## src/rtl/lsu_mem_master.sv

```systemverilog
// RV32I load/store unit driving a word-wide strobe memory interface.
// Sub-word stores are done as read-modify-write of the containing word.
module lsu_mem_master #(
    parameter int TIMEOUT = 16
) (
    input  logic        clk,
    input  logic        rst_n,
    input  logic        i_req,
    input  logic        i_is_store,
    input  logic [2:0]  i_funct3,
    input  logic [31:0] i_addr,
    input  logic [31:0] i_store_data,
    output logic        o_ready,
    output logic        o_done,
    output logic [31:0] o_load_data,
    output logic        o_err,
    output logic [1:0]  o_err_cause,
    output logic        o_stb,
    output logic        o_wr_en,
    output logic [31:0] o_addr,
    output logic [31:0] o_write_data,
    input  logic        i_rd_ack,
    input  logic [31:0] i_read_data
);
    localparam int CW = (TIMEOUT > 1) ? $clog2(TIMEOUT + 1) : 1;

    typedef enum logic [1:0] {
        S_IDLE = 2'd0,
        S_RD   = 2'd1,
        S_WR   = 2'd2
    } state_t;

    state_t        r_state;
    state_t        w_next_state;
    logic          r_is_store;
    logic [2:0]    r_funct3;
    logic [31:0]   r_addr;
    logic [31:0]   r_wdata;
    logic [31:0]   r_load_data;
    logic [CW-1:0] r_cnt;
    logic          r_done;
    logic          r_err;
    logic [1:0]    r_err_cause;

    logic          w_illegal;
    logic          w_misaligned;
    logic          w_timeout;
    logic [7:0]    w_byte;
    logic [15:0]   w_half;
    logic [31:0]   w_extract;
    logic [31:0]   w_merge;

    // Request checks work on the raw inputs so errors resolve in the accept cycle.
    always_comb begin
        // NOTE: defaults first, so no path through the block leaves a signal unassigned (no latch).
        w_illegal    = 1'b0;
        w_misaligned = 1'b0;
        if (i_is_store) begin
            w_illegal = (i_funct3 > 3'd2);
        end else begin
            w_illegal = (i_funct3 == 3'd3) || (i_funct3 >= 3'd6);
        end
        case (i_funct3[1:0])
            2'b01:   w_misaligned = i_addr[0];
            2'b10:   w_misaligned = (i_addr[1:0] != 2'b00);
            default: w_misaligned = 1'b0;
        endcase
    end

    assign w_timeout = (TIMEOUT > 0) && (r_state == S_RD) && !i_rd_ack
                       && (r_cnt == CW'(TIMEOUT - 1));

    assign w_byte = i_read_data[{r_addr[1:0], 3'b000} +: 8];
    assign w_half = i_read_data[{r_addr[1], 4'b0000} +: 16];

    always_comb begin
        w_extract = i_read_data;
        w_merge   = i_read_data;
        case (r_funct3)
            3'd0:    w_extract = {{24{w_byte[7]}}, w_byte};
            3'd1:    w_extract = {{16{w_half[15]}}, w_half};
            3'd4:    w_extract = {24'd0, w_byte};
            3'd5:    w_extract = {16'd0, w_half};
            default: w_extract = i_read_data;
        endcase
        // r_wdata still holds the raw store data while in RD.
        if (r_funct3[1:0] == 2'b00) begin
            w_merge[{r_addr[1:0], 3'b000} +: 8] = r_wdata[7:0];
        end else begin
            w_merge[{r_addr[1], 4'b0000} +: 16] = r_wdata[15:0];
        end
    end

    always_ff @(posedge clk or negedge rst_n) begin
        if (!rst_n) begin
            r_state <= S_IDLE;
        end else begin
            // NOTE: sequential state uses non-blocking assignment so every flop samples pre-edge values.
            r_state <= w_next_state;
        end
    end

    always_comb begin
        w_next_state = r_state;
        case (r_state)
            S_IDLE: begin
                if (i_req && !w_illegal && !w_misaligned) begin
                    w_next_state = (i_is_store && i_funct3 == 3'd2) ? S_WR : S_RD;
                end
            end
            S_RD: begin
                if (i_rd_ack) begin
                    w_next_state = r_is_store ? S_WR : S_IDLE;
                end else if (w_timeout) begin
                    w_next_state = S_IDLE;
                end
            end
            S_WR:    w_next_state = S_IDLE;
            default: w_next_state = S_IDLE;
        endcase
    end

    always_ff @(posedge clk or negedge rst_n) begin
        if (!rst_n) begin
            r_is_store  <= 1'b0;
            r_funct3    <= 3'd0;
            r_addr      <= 32'd0;
            r_wdata     <= 32'd0;
            r_load_data <= 32'd0;
            r_cnt       <= '0;
            r_done      <= 1'b0;
            r_err       <= 1'b0;
            r_err_cause <= 2'b00;
        end else begin
            r_done      <= 1'b0;
            r_err       <= 1'b0;
            r_err_cause <= 2'b00;
            case (r_state)
                S_IDLE: begin
                    if (i_req) begin
                        r_is_store <= i_is_store;
                        r_funct3   <= i_funct3;
                        r_addr     <= i_addr;
                        r_wdata    <= i_store_data;
                        r_cnt      <= '0;
                        if (w_illegal) begin
                            r_done      <= 1'b1;
                            r_err       <= 1'b1;
                            r_err_cause <= 2'b10;
                        end else if (w_misaligned) begin
                            r_done      <= 1'b1;
                            r_err       <= 1'b1;
                            r_err_cause <= 2'b01;
                        end
                    end
                end
                S_RD: begin
                    if (i_rd_ack) begin
                        if (r_is_store) begin
                            r_wdata <= w_merge;
                        end else begin
                            r_done      <= 1'b1;
                            r_load_data <= w_extract;
                        end
                    end else if (w_timeout) begin
                        r_done      <= 1'b1;
                        r_err       <= 1'b1;
                        r_err_cause <= 2'b11;
                    end else begin
                        r_cnt <= r_cnt + 1'b1;
                    end
                end
                S_WR:    r_done <= 1'b1;
                default: r_done <= 1'b0;
            endcase
        end
    end

    // Bus outputs decode straight from state, so a reset drops o_wr_en at once.
    assign o_ready      = (r_state == S_IDLE);
    assign o_stb        = (r_state == S_RD) || (r_state == S_WR);
    assign o_wr_en      = (r_state == S_WR);
    assign o_addr       = o_stb ? {r_addr[31:2], 2'b00} : 32'd0;
    assign o_write_data = o_wr_en ? r_wdata : 32'd0;
    assign o_done       = r_done;
    assign o_err        = r_err;
    assign o_err_cause  = r_err_cause;
    assign o_load_data  = r_load_data;

endmodule

```

## config.mk

```make
export PLATFORM = sky130hd
export DESIGN_NAME = lsu_mem_master
export DESIGN_NICKNAME = d
export VERILOG_FILES = /design/src/rtl/lsu_mem_master.sv
export SDC_FILE = /design/constraint.sdc
export NUM_CORES = 1
export LEC_CHECK = 0
export BUFFER_PORTS_ARGS = -buffer_cell sky130_fd_sc_hd__buf_2
export CAP_MARGIN = 5
export CORE_ASPECT_RATIO = 0.75
export CORE_UTILIZATION = 51
export CTS_CLUSTER_DIAMETER = 60
export DETAILED_ROUTE_END_ITERATION = 10
export PLACE_DENSITY_LB_ADDON = 0.25
export SLEW_MARGIN = 25
export SYNTH_ARGS = -nofsm -noshare
export SYNTH_HDL_FRONTEND = slang
export SYNTH_SLANG_ARGS = --single-unit
```

## constraint.sdc

```tcl
create_clock -name clk -period 2.6 [get_ports clk]
set_input_delay 0.13 -clock clk [delete_from_list [all_inputs] [get_ports clk]]
set_output_delay 0.13 -clock clk [all_outputs]
set_load 0.01 [all_outputs]
```

Yosys cells after proc, flatten, opt, wreduce, memory -nomap -nowiden
Cells that the tools add are included.
- reduce and logical (&&, ||, !) cells: 20
- add/sub/neg operators: 3
- shifts and indexed selects: 6
- bitwise operators: 1
- $lt $le $gt $ge: 2
- multiplexer cells: 37
- eq/ne operators: 17
- operators by type and width (cell ; count):
    two-way mux 32 bit ; 6
    case mux 32 bit (4 select lines) ; 1
    bitwise mux 32 bit ; 2
    case mux 32 bit (2 select lines) ; 1
    variable shift 16 x 7 -> 32 bit (first input constant) ; 1
    variable shift 8 x 7 -> 32 bit (first input constant) ; 1
    indexed part select 16 x 7 -> 32 bit ; 1
    indexed part select 32 x 6 -> 16 bit ; 1
    indexed part select 32 x 6 -> 8 bit ; 1
    indexed part select 8 x 7 -> 32 bit ; 1
    two-way mux 2 bit ; 9
    two-way mux 5 bit ; 3
    negation 5 -> 7 bit ; 2
    != test 2 bit (second input constant) ; 5
    case mux 5 bit (2 select lines) ; 1
    two-way mux 1 bit ; 9
    case mux 2 bit (2 select lines) ; 2
    AND reduction 4 bit ; 2
    == test 3 x 2 -> 1 bit (second input constant) ; 2
    == test 3 bit (second input constant) ; 2
    adder 5 x 1 -> 5 bit (second input constant) ; 1
    == test 5 x 4 -> 1 bit (second input constant) ; 1
    logical AND 1 bit ; 5
    == test 2 x 1 -> 1 bit (second input constant) ; 2
    other kinds (16) ; 24
- flip-flop bits (word level): 111
- logic and storage cells: 96
- output and inout bits: 103
- bits of input ports: 104

Depth between registers and ports, before layout
Gate-level depths: netlist (run 1).
- depth in word-level cells: 8
- depth in mapped cells: 9
- gate-level depth less buffers: 7

Least setup slack after synthesis (run 1)
No wires, ideal clock.
- kind: register -> register
- start: register r_addr[1]
- end: register r_wdata[13]
- arrival time: 2.227 ns
- path slack: 0.234 ns
- library setup time: 0.140 ns
- required time: 2.460 ns
- stages on the path, launching flop included: 10
- buffers on the path: 3
- clock period less this slack: 2.366 ns
- cells stage by stage: dfrtp_1 buf_4 clkinv_1 buf_1 ha_1 and4b_1 buf_1 a22o_1 a222oi_1 o21ai_0
- cells in the longest elaborated chain, start to end: 7
- ends and longest elaborated chain (item ; line ; text):
    from (decl) ; 37 ; logic [31:0] r_addr;
    from (signal assigned) ; 143 ; r_addr <= i_addr;
    negation 5 -> 7 bit (on tied branches) ; 90, 88 ;
    indexed part select 16 x 7 -> 32 bit, or another cell as far along ; 90 ; w_merge[{r_addr[1], 4'b0000} +: 16] = r_wdata[15:0];
    bitwise mux 32 bit (on tied branches) ; 90, 88 ;
    two-way mux 32 bit (*) ; 87 ; if (r_funct3[1:0] == 2'b00) begin
    two-way mux 32 bit (*) ; 159 ; if (r_is_store) begin
    two-way mux 32 bit (*) ; 158 ; if (i_rd_ack) begin
    case mux 32 bit (2 select lines) (*) ; 138 ; case (r_state)
    to (signal assigned) ; 144 ; r_wdata <= i_store_data;
    to (signal assigned) ; 160 ; r_wdata <= w_merge;
    to (decl) ; 38 ; logic [31:0] r_wdata;
Mark *: on every way between the ends. The rest lies on a longest branch, timed or not. The select of a mux whose other input is x is not followed.
A chain may end at the register's enable or synchronous reset.

Final worst setup path (run 1)
- start: register r_state[1]
- end: register r_wdata[6]
- cells in the longest elaborated chain, start to end: 3
- ends and longest elaborated chain (item ; line ; text):
    from (decl) ; 33 ; state_t r_state;
    from (signal assigned) ; 99 ; r_state <= w_next_state;
    == test 2 x 1 -> 1 bit or logical NOT 2 bit (tied branches) ; 138 ;
    != test 2 bit (no line) or nonzero test 2 bit (tied branches) ; n/a ;
    AND reduction 4 bit (no line) ; n/a ;
Parallel ways exist; a longest one is shown, timed or not.

==> Implementation_results.wiki, run 1 <==
{| class="wikitable"
! Metric !! Value
|-
| Result of the run || finished, final reports clean
|-
| Final hold slack || 4.66 ps
|-
| Pins Over Slew Limit || 0
|-
| Count of mapped cells out of synthesis || 659
|-
| Clock latency of the later-clocked register in the worst-skew pair || 360 ps
|-
| Placement Rows || 34
|-
| Core region area || 11700 um^2
|-
| Yosys top cell area share || 0.446
|-
| Period minus WS final || 2370 ps
|-
| Actual slew at the worst max-slew pin || 865 ps
|-
| Worst clock skew || 10.1 ps
|-
| Post-synthesis area per instance || 9.46 um^2
|-
| Diodes inserted || 0
|-
| Die Height || 97.7 um
|-
| Clock buffer count from CTS || 9
|-
| Number of enable flip-flop cells after synthesis || 0
|-
| Critical Path Slowest Stage Cell || sky130_fd_sc_hd__a21oi_1
|-
| Crit Path Max Fanout || 34
|-
| Netlist area before placement || 6230 um^2
|-
| Lkg Pwr || 3.89 nW
|-
| Power per Cell Area || 1260 nW/um^2
|-
| Largest net degree at the start of global routing || 112
|-
| Leading post-synthesis cells by instance count || 111 x sky130_fd_sc_hd__dfrtp_1, 72 x sky130_fd_sc_hd__nand2_1, 64 x sky130_fd_sc_hd__and2_1
|-
| Buffers inserted during post-CTS setup optimization || 0
|-
| Sink Count || 111
|-
| Crit path launch type || flip-flop
|-
| Fraction of final layout cells with drive strength greater than 1 || 0.339
|-
| Share of the yosys chip area belonging to registers || 0.446
|-
| Detailed-route vias per instance || 5.79
|-
| Worst path cell trace || inv_1 > ha_1 > clkinv_1 > buf_4 > a21oi_1 > a22o_1 > mux2_2
|-
| Clock input transition at the sequential cells of the worst setup and hold paths || 70 ps
|-
| CP arrival || 2660 ps
|-
| Fin. Hold Viols || 0
|-
| Yosys warnings || 0
|-
| Net count, final || 969
|-
| GPL Wtd Cong || 0.909
|-
| Distinct cell type count of the synthesized netlist || 51
|-
| Total GRT Usage || 0.306
|-
| Placed cell areas || 7420 um^2
|-
| Class of the most critical setup path || reg -> reg
|-
| Number of top-level pins || 207
|-
| Max rail drop VDD || 0.758 mV
|-
| Worst path buffer plus inverter count || 3
|-
| Die extent in x || 130 um
|-
| Count of antenna-violating nets left after detailed routing || 0
|-
| CP Data Required Time || 2890 ps
|-
| Primary FF master, synth || sky130_fd_sc_hd__dfrtp_1
|-
| CTS tree || yes
|-
| Max frequency || 0.423 GHz
|-
| DIE AREA || 12700 um^2
|-
| Aggregate global routing overflow || 0
|-
| HPWL reported at the end of detailed placement || 13.8 mm
|-
| Vias post-DR || 5898
|-
| Area growth syn-to-layout || 24.6%
|-
| Endpoint type of the worst setup path || flip-flop
|-
| Effective utilization at floorplan || 0.531
|-
| DRT Pass-1 Iters || 9
|-
| WL/cell || 18.6 um
|-
| First-pass GRT wire length || 29.5 mm
|-
| H-tree depth || 3
|-
| Largest stage delay on the critical path || 520 ps
|-
| Number of global-route vias before repair || 5694
|-
| Final cell utilization of the core || 0.661
|-
| Post-detailed-route DRC marker count || 0
|-
| Antenna violations before repair || 0
|-
| Post-route fraction of the period consumed by the critical path || 0.910
|-
| Area of all placed cells without fillers || 7760 um^2
|-
| DR iter-0 viols || 581
|-
| Worst Hold Class || in -> reg
|-
| Top area cells in the synthesized netlist || sky130_fd_sc_hd__dfrtp_1 45%, sky130_fd_sc_hd__mux2_2 8.1%, sky130_fd_sc_hd__and2_1 6.4%
|-
| Number of buffers inserted by port buffering || 204
|-
| Dominant cell type by area after synthesis || sky130_fd_sc_hd__dfrtp_1
|-
| Max-slew headroom || 0.422
|-
| Top Family by Delay on Critical Path || compound AO/OA/AOI/OAI gates
|-
| Number of synthesized register bits || 111
|-
| Unrepaired setup endpoints after global routing || false
|-
| Share of synthesized registers carrying an async set or reset || 1.00
|-
| Sum Neg Setup Slack || 0 ps
|-
| Buffers from clock root to sink, at most || 2
|-
| Number of maximum-capacitance constraint violations || 0
|-
| Setup-failing EPs final || 0
|-
| Most frequent cell after synthesis || sky130_fd_sc_hd__dfrtp_1
|-
| Buffer type at the clock tree root || sky130_fd_sc_hd__clkbuf_16
|-
| Routed Wire Length || 18.9 mm
|}
[routing by layer]
layer / global-route usage / up-vias / part of all wire
met3: 0.0898 / 38 / 0.11
met4: 0.119 / 0 / 0.022
met1: 0.428 / 2812 / 0.44
li1: - / 2746 / -
met5: 0 / - / 0
met2: 0.446 / 302 / 0.43
[sequential cells by signal, summed over array words and instances (netlist names), 2 cells and up]
signal and flops:
r_state 2, o_err_cause 2, o_load_data 32, r_wdata 32, r_cnt 5, r_addr 32
r_funct3 3
[cell type report]
class,instances,area (um^2)
timing repair buffer,227,1220
multi-input combinational,481,3190
clock inverter,6,61.3
tap,162,203
clock buffer,10,229
inverter,21,78.8
sequential,111,2780
fill,1007,3980
[worst paths after layout]
kind                            start          to  slack, ps  cells after the start
setup / recovery           r_state[1]  r_wdata[6]        230                      7
hold / removal             i_addr[11]  r_addr[11]          5                      2
setup reg to reg           r_state[1]  r_wdata[6]        230                      7
hold reg to reg              r_cnt[4]    r_cnt[4]        490                      2
max in group asynchronous       rst_n  r_wdata[5]       1740                      3
min in group asynchronous       rst_n  r_addr[14]        370                      3
[where the power goes]
| part | internal [mW] | switching (mW) | total (mW) |
|---|---|---|---|
| registers | 2.55 | 0.589 | 3.14 |
| logic | 2.28 | 3.00 | 5.28 |
| clock network | 0.745 | 0.638 | 1.38 |
| total | 5.57 | 4.22 | 9.80 |
[kinds of logic (layout without fill, tap and decap cells)]
group,count (synthesis),after routing,share of synthesized area
mux,48,48,0.0888
other cells,1,2,0.000602
xor+xnor,2,2,0.00281
flops,111,111,0.446
simple gates,247,247,0.205
fa+ha+maj,14,14,0.0281
buf+inv,68,264,0.0442
compound gates,168,168,0.185
[metrics by stage]
step	worst slack [ps]	cells	total power, mW
finish	235	1018	9.80
global placement	379	997	8.13
detailed placement	221	997	8.33
CTS	170	1017	9.76
floorplan	234	660	6.58
global route	61.8	1018	10.5
[cell usage in the layout, fill, tap and decap left out, types with 2 or more instances in the layout]
cell type                       Yosys  routed
sky130_fd_sc_hd__a211o_1            7       7
sky130_fd_sc_hd__a211oi_1           7       7
sky130_fd_sc_hd__a21oi_1           35      35
sky130_fd_sc_hd__a222oi_1          24      24
sky130_fd_sc_hd__a22o_1            17      17
sky130_fd_sc_hd__a31oi_1           17      17
sky130_fd_sc_hd__and2_1            64      64
sky130_fd_sc_hd__and3_1            10      10
sky130_fd_sc_hd__and3b_1            8       8
sky130_fd_sc_hd__buf_2              6     203
sky130_fd_sc_hd__buf_4              3      18
sky130_fd_sc_hd__clkbuf_16          0       9
sky130_fd_sc_hd__clkinv_1           2       2
sky130_fd_sc_hd__clkinv_2           0       3
sky130_fd_sc_hd__conb_1             1       2
sky130_fd_sc_hd__dfrtp_1          111     111
sky130_fd_sc_hd__dlygate4sd3_1      0       5
sky130_fd_sc_hd__ha_1              14      14
sky130_fd_sc_hd__inv_1             19      19
sky130_fd_sc_hd__mux2_2            45      45
sky130_fd_sc_hd__mux2i_1            2       2
sky130_fd_sc_hd__nand2_1           72      72
sky130_fd_sc_hd__nand2b_1           2       2
sky130_fd_sc_hd__nand3_1           34      34
sky130_fd_sc_hd__nand3b_1           2       2
sky130_fd_sc_hd__nor2_1            34      34
sky130_fd_sc_hd__nor2b_1           12      12
sky130_fd_sc_hd__nor3b_2            1       2
sky130_fd_sc_hd__o21ai_0           46      46
sky130_fd_sc_hd__or2_2              2       2
sky130_fd_sc_hd__or3_1              2       2
sky130_fd_sc_hd__xor2_1             2       2
[what timing repair did]
| item | in CTS | in global routing |
|---|---|---|
| hold buffers | 4 | 1 |
| hold endpoints to repair | 114 | 1 |
| setup endpoints to repair | 0 | 1 |
| gates resized for setup | 0 | 1 |
No activity file was read; power rests on OpenSTA's default activity.
==> run 2: changes to the inputs <==
--- a/config.mk
+++ b/config.mk
@@ -12,6 +12,7 @@
 export CTS_CLUSTER_DIAMETER = 60
 export DETAILED_ROUTE_END_ITERATION = 10
 export PLACE_DENSITY_LB_ADDON = 0.25
+export RECOVER_POWER = 50
 export SLEW_MARGIN = 25
 export SYNTH_ARGS = -nofsm -noshare
 export SYNTH_HDL_FRONTEND = slang
==> run 2 against run 1 <==
  * The flow now finishes with violations (max-slew violations)
  * Setup slack is essentially flat
  * Sequential power is essentially flat
  * Wire length is essentially flat
==> Implementation_results.wiki, run 2 (synthesis results as in run 1) <==
{| class="wikitable"
! Metric !! Value
|-
| Max frequency || 0.423 GHz (about the same)
|-
| Clock buffer count from CTS || 9 (unchanged)
|-
| Top library cells by usage in the layout, fill and taps aside || 166 x sky130_fd_sc_hd__buf_2, 111 x sky130_fd_sc_hd__dfrtp_1, 72 x sky130_fd_sc_hd__nand2_1
|-
| Number of global-route vias before repair || 5694 (unchanged)
|-
| Crit Path Max Fanout || 34 (unchanged)
|-
| Post-detailed-route DRC marker count || 0 (unchanged)
|-
| Count of antenna-violating nets left after detailed routing || 0 (unchanged)
|-
| Buffers from clock root to sink, at most || 2 (unchanged)
|-
| Critical Path Slowest Stage Cell || sky130_fd_sc_hd__a21oi_1
|-
| Share of power burned in the clock network || 0.142 (about the same)
|-
| Pins Over Slew Limit || 111 (+111)
|-
| Max-slew headroom || -0.00422 (-0.426)
|-
| Core region area || 11700 um^2 (unchanged)
|-
| Effective utilization at floorplan || 0.531 (unchanged)
|-
| GPL Wtd Cong || 0.909 (unchanged)
|-
| Result of the run || complete, but fails checks
|-
| Diodes inserted || 0 (unchanged)
|-
| Period minus WS final || 2360 ps (-0.306 ps)
|-
| Critical R2R Capture || r_wdata[4]
|-
| Power Internal || 5.51 mW (-1.2%)
|-
| Leading cell type in the layout, fill and taps excluded || sky130_fd_sc_hd__buf_2
|-
| Post-route insts no fill || 1018 (unchanged)
|-
| H-tree depth || 3 (unchanged)
|-
| Clock latency of the later-clocked register in the worst-skew pair || 360 ps (about the same)
|-
| Worst-case register-to-register setup slack || 240 ps (about the same)
|-
| WL/cell || 18.6 um (about the same)
|-
| Vias post-DR || 5917 (+0.32%)
|-
| Area growth syn-to-layout || 23.6%
|-
| Switching part of the total power || 0.435 (+0.00373)
|-
| Endpoint type of the worst setup path || flip-flop
|-
| Post-route fraction of the period consumed by the critical path || 0.910 (about the same)
|-
| Setup-failing EPs final || 0 (unchanged)
|-
| Sum Neg Setup Slack || 0 ps (unchanged)
|-
| Buffer type at the clock tree root || sky130_fd_sc_hd__clkbuf_16
|-
| Fin. Hold Viols || 0 (unchanged)
|-
| Power per Cell Area || 1270 nW/um^2 (+0.22%)
|-
| DIE AREA || 12700 um^2 (unchanged)
|-
| Worst reg-to-reg path cell count || 7 (unchanged)
|-
| Aggregate global routing overflow || 0 (unchanged)
|-
| Number of instances on the worst hold path || 2 (unchanged)
|-
| Fraction of final layout cells with drive strength greater than 1 || 0.294 (-0.0444)
|-
| Max rail drop VDD || 0.757 mV (-0.11%)
|-
| Detailed-route vias per instance || 5.81 (+0.32%)
|-
| Net count, final || 969 (unchanged)
|-
| Largest net degree at the start of global routing || 112 (unchanged)
|-
| Worst clock skew || 9.17 ps (-0.977 ps)
|-
| Number of top-level pins || 207 (unchanged)
|-
| Lkg Pwr || 3.75 nW (-3.5%)
|-
| Die Height || 97.7 um (unchanged)
|-
| Placement Rows || 34 (unchanged)
|-
| Total GRT Usage || 0.306 (unchanged)
|-
| Die extent in x || 130 um (unchanged)
|-
| Destination of the worst hold path || r_addr[11]
|-
| Sum of met3 wire segment lengths after detailed routing || 2.17 mm (+5.4%)
|-
| Actual slew at the worst max-slew pin || 1510 ps (+641 ps)
|-
| Share of total power in sequential cells || 0.322 (+0.002)
|-
| Class of the most critical setup path || reg -> reg
|-
| Crit path launch type || flip-flop
|-
| Antenna violations before repair || 0 (unchanged)
|-
| Clock input transition at the sequential cells of the worst setup and hold paths || 80 ps (about the same)
|-
| First-pass GRT wire length || 29.5 mm (unchanged)
|-
| Failing checks || max-slew violations
|-
| CP Data Required Time || 2900 ps (about the same)
|-
| DR iter-0 viols || 548 (-5.7%)
|-
| CP arrival || 2660 ps (about the same)
|-
| R2R Path Start || r_state[1]
|-
| Beginning of the worst hold path || i_addr[11]
|-
| Worst Hold Class || in -> reg
|-
| Unrepaired setup endpoints after global routing || false
|-
| Filler cell count in the final layout || 1031 (+2.4%)
|-
| Worst path cell trace || inv_1 > ha_1 > clkinv_1 > buf_4 > a21oi_1 > a22o_1 > mux2_2
|-
| Met1 layer wirelength in the final routing || 8.11 mm (-1.8%)
|-
| Number of maximum-capacitance constraint violations || 0 (unchanged)
|-
| Number of buffers inserted by port buffering || 204 (unchanged)
|-
| Routed Wire Length || 18.9 mm (about the same)
|-
| Largest stage delay on the critical path || 520 ps (about the same)
|-
| Detailed-routed wire length on met2 || 8.25 mm (+0.72%)
|-
| # placed instances || 997 (unchanged)
|-
| HPWL reported at the end of detailed placement || 13.8 mm (unchanged)
|-
| CTS tree || yes
|-
| Relative contribution of combinational cells to total power || 0.535 (-0.004)
|-
| Power dissipated by switching net loads || 4.24 mW (+0.27%)
|-
| Highest metal layer with signal wires || met4
|-
| Sink Count || 111 (unchanged)
|-
| DRT Pass-1 Iters || 7 (-2)
|}
run 2: per-layer routing:
metal  global-route usage  vias to the layer above
li1                     -                     2745
met1                0.428                     2832
met2                0.446                      303
met3               0.0898                       37
met4                0.119                        0
met5                    0                        -
run 2: power groups by stage:
| stage | clock [mW] | sequential, mW | combinational [mW] |
|---|---|---|---|
| 6_report | 1.39 | 3.14 | 5.21 |
| 5_1_grt | 1.47 | 3.22 | 5.72 |
| 4_1_cts | 1.40 | 3.11 | 5.25 |
| 3_5_place_dp | 0 | 3.14 | 5.20 |
| 3_3_place_gp | 0 | 3.08 | 5.04 |
| 2_1_floorplan | 0 | 3.05 | 3.52 |
run 2: cell type report:
class	instances	area [um^2]	share of cell area
Sequential cell	111	2780	0.361
Clock inverter	6	61.3	0.00796
Tap cell	162	203	0.0263
Inverter	21	78.8	0.0102
Timing Repair Buffer	227	1160	0.150
Clock buffer	10	229	0.0297
Multi-Input combinational cell	481	3190	0.414
run 2: what timing repair did:
item | 4_1_cts | 5_1_grt
endpoints found under the hold margin | 114 | 1
setup endpoints to repair | 0 | 1
hold buffers | 4 | 1
gates resized for setup | 0 | 1
setup buffers | 0 | 0
run 2: critical path: cells and delay by family, from the launching register on:
family	cells	cell delay [ps]
compound gates	2	750
buf+inv	3	580
flops	1	420
fa+ha+maj	1	410
mux	1	150
run 2: worst max path at each step:
stage,from,slack [ps],end,cells past startpoint
floorplan,r_addr[1],230,r_wdata[13],9
global placement,r_cnt[0],380,r_state[1],7
detailed placement,r_cnt[0],220,r_state[1],7
CTS,r_cnt[0],170,r_state[1],7
global route,r_state[1],60,r_wdata[30],6
finish,r_state[1],240,r_wdata[4],7
run 2: through the flow:
stage,hold slack [ps],worst slack (ps),cell area (um^2),power [mW],util
detailed placement,260,221,7420,8.33,0.632
global placement,252,379,7420,8.13,0.632
finish,5.43,235,7700,9.74,0.656
global route,0.926,61.8,7700,10.4,0.656
floorplan,-166,234,6230,6.58,-
CTS,0.107,170,7750,9.76,0.660
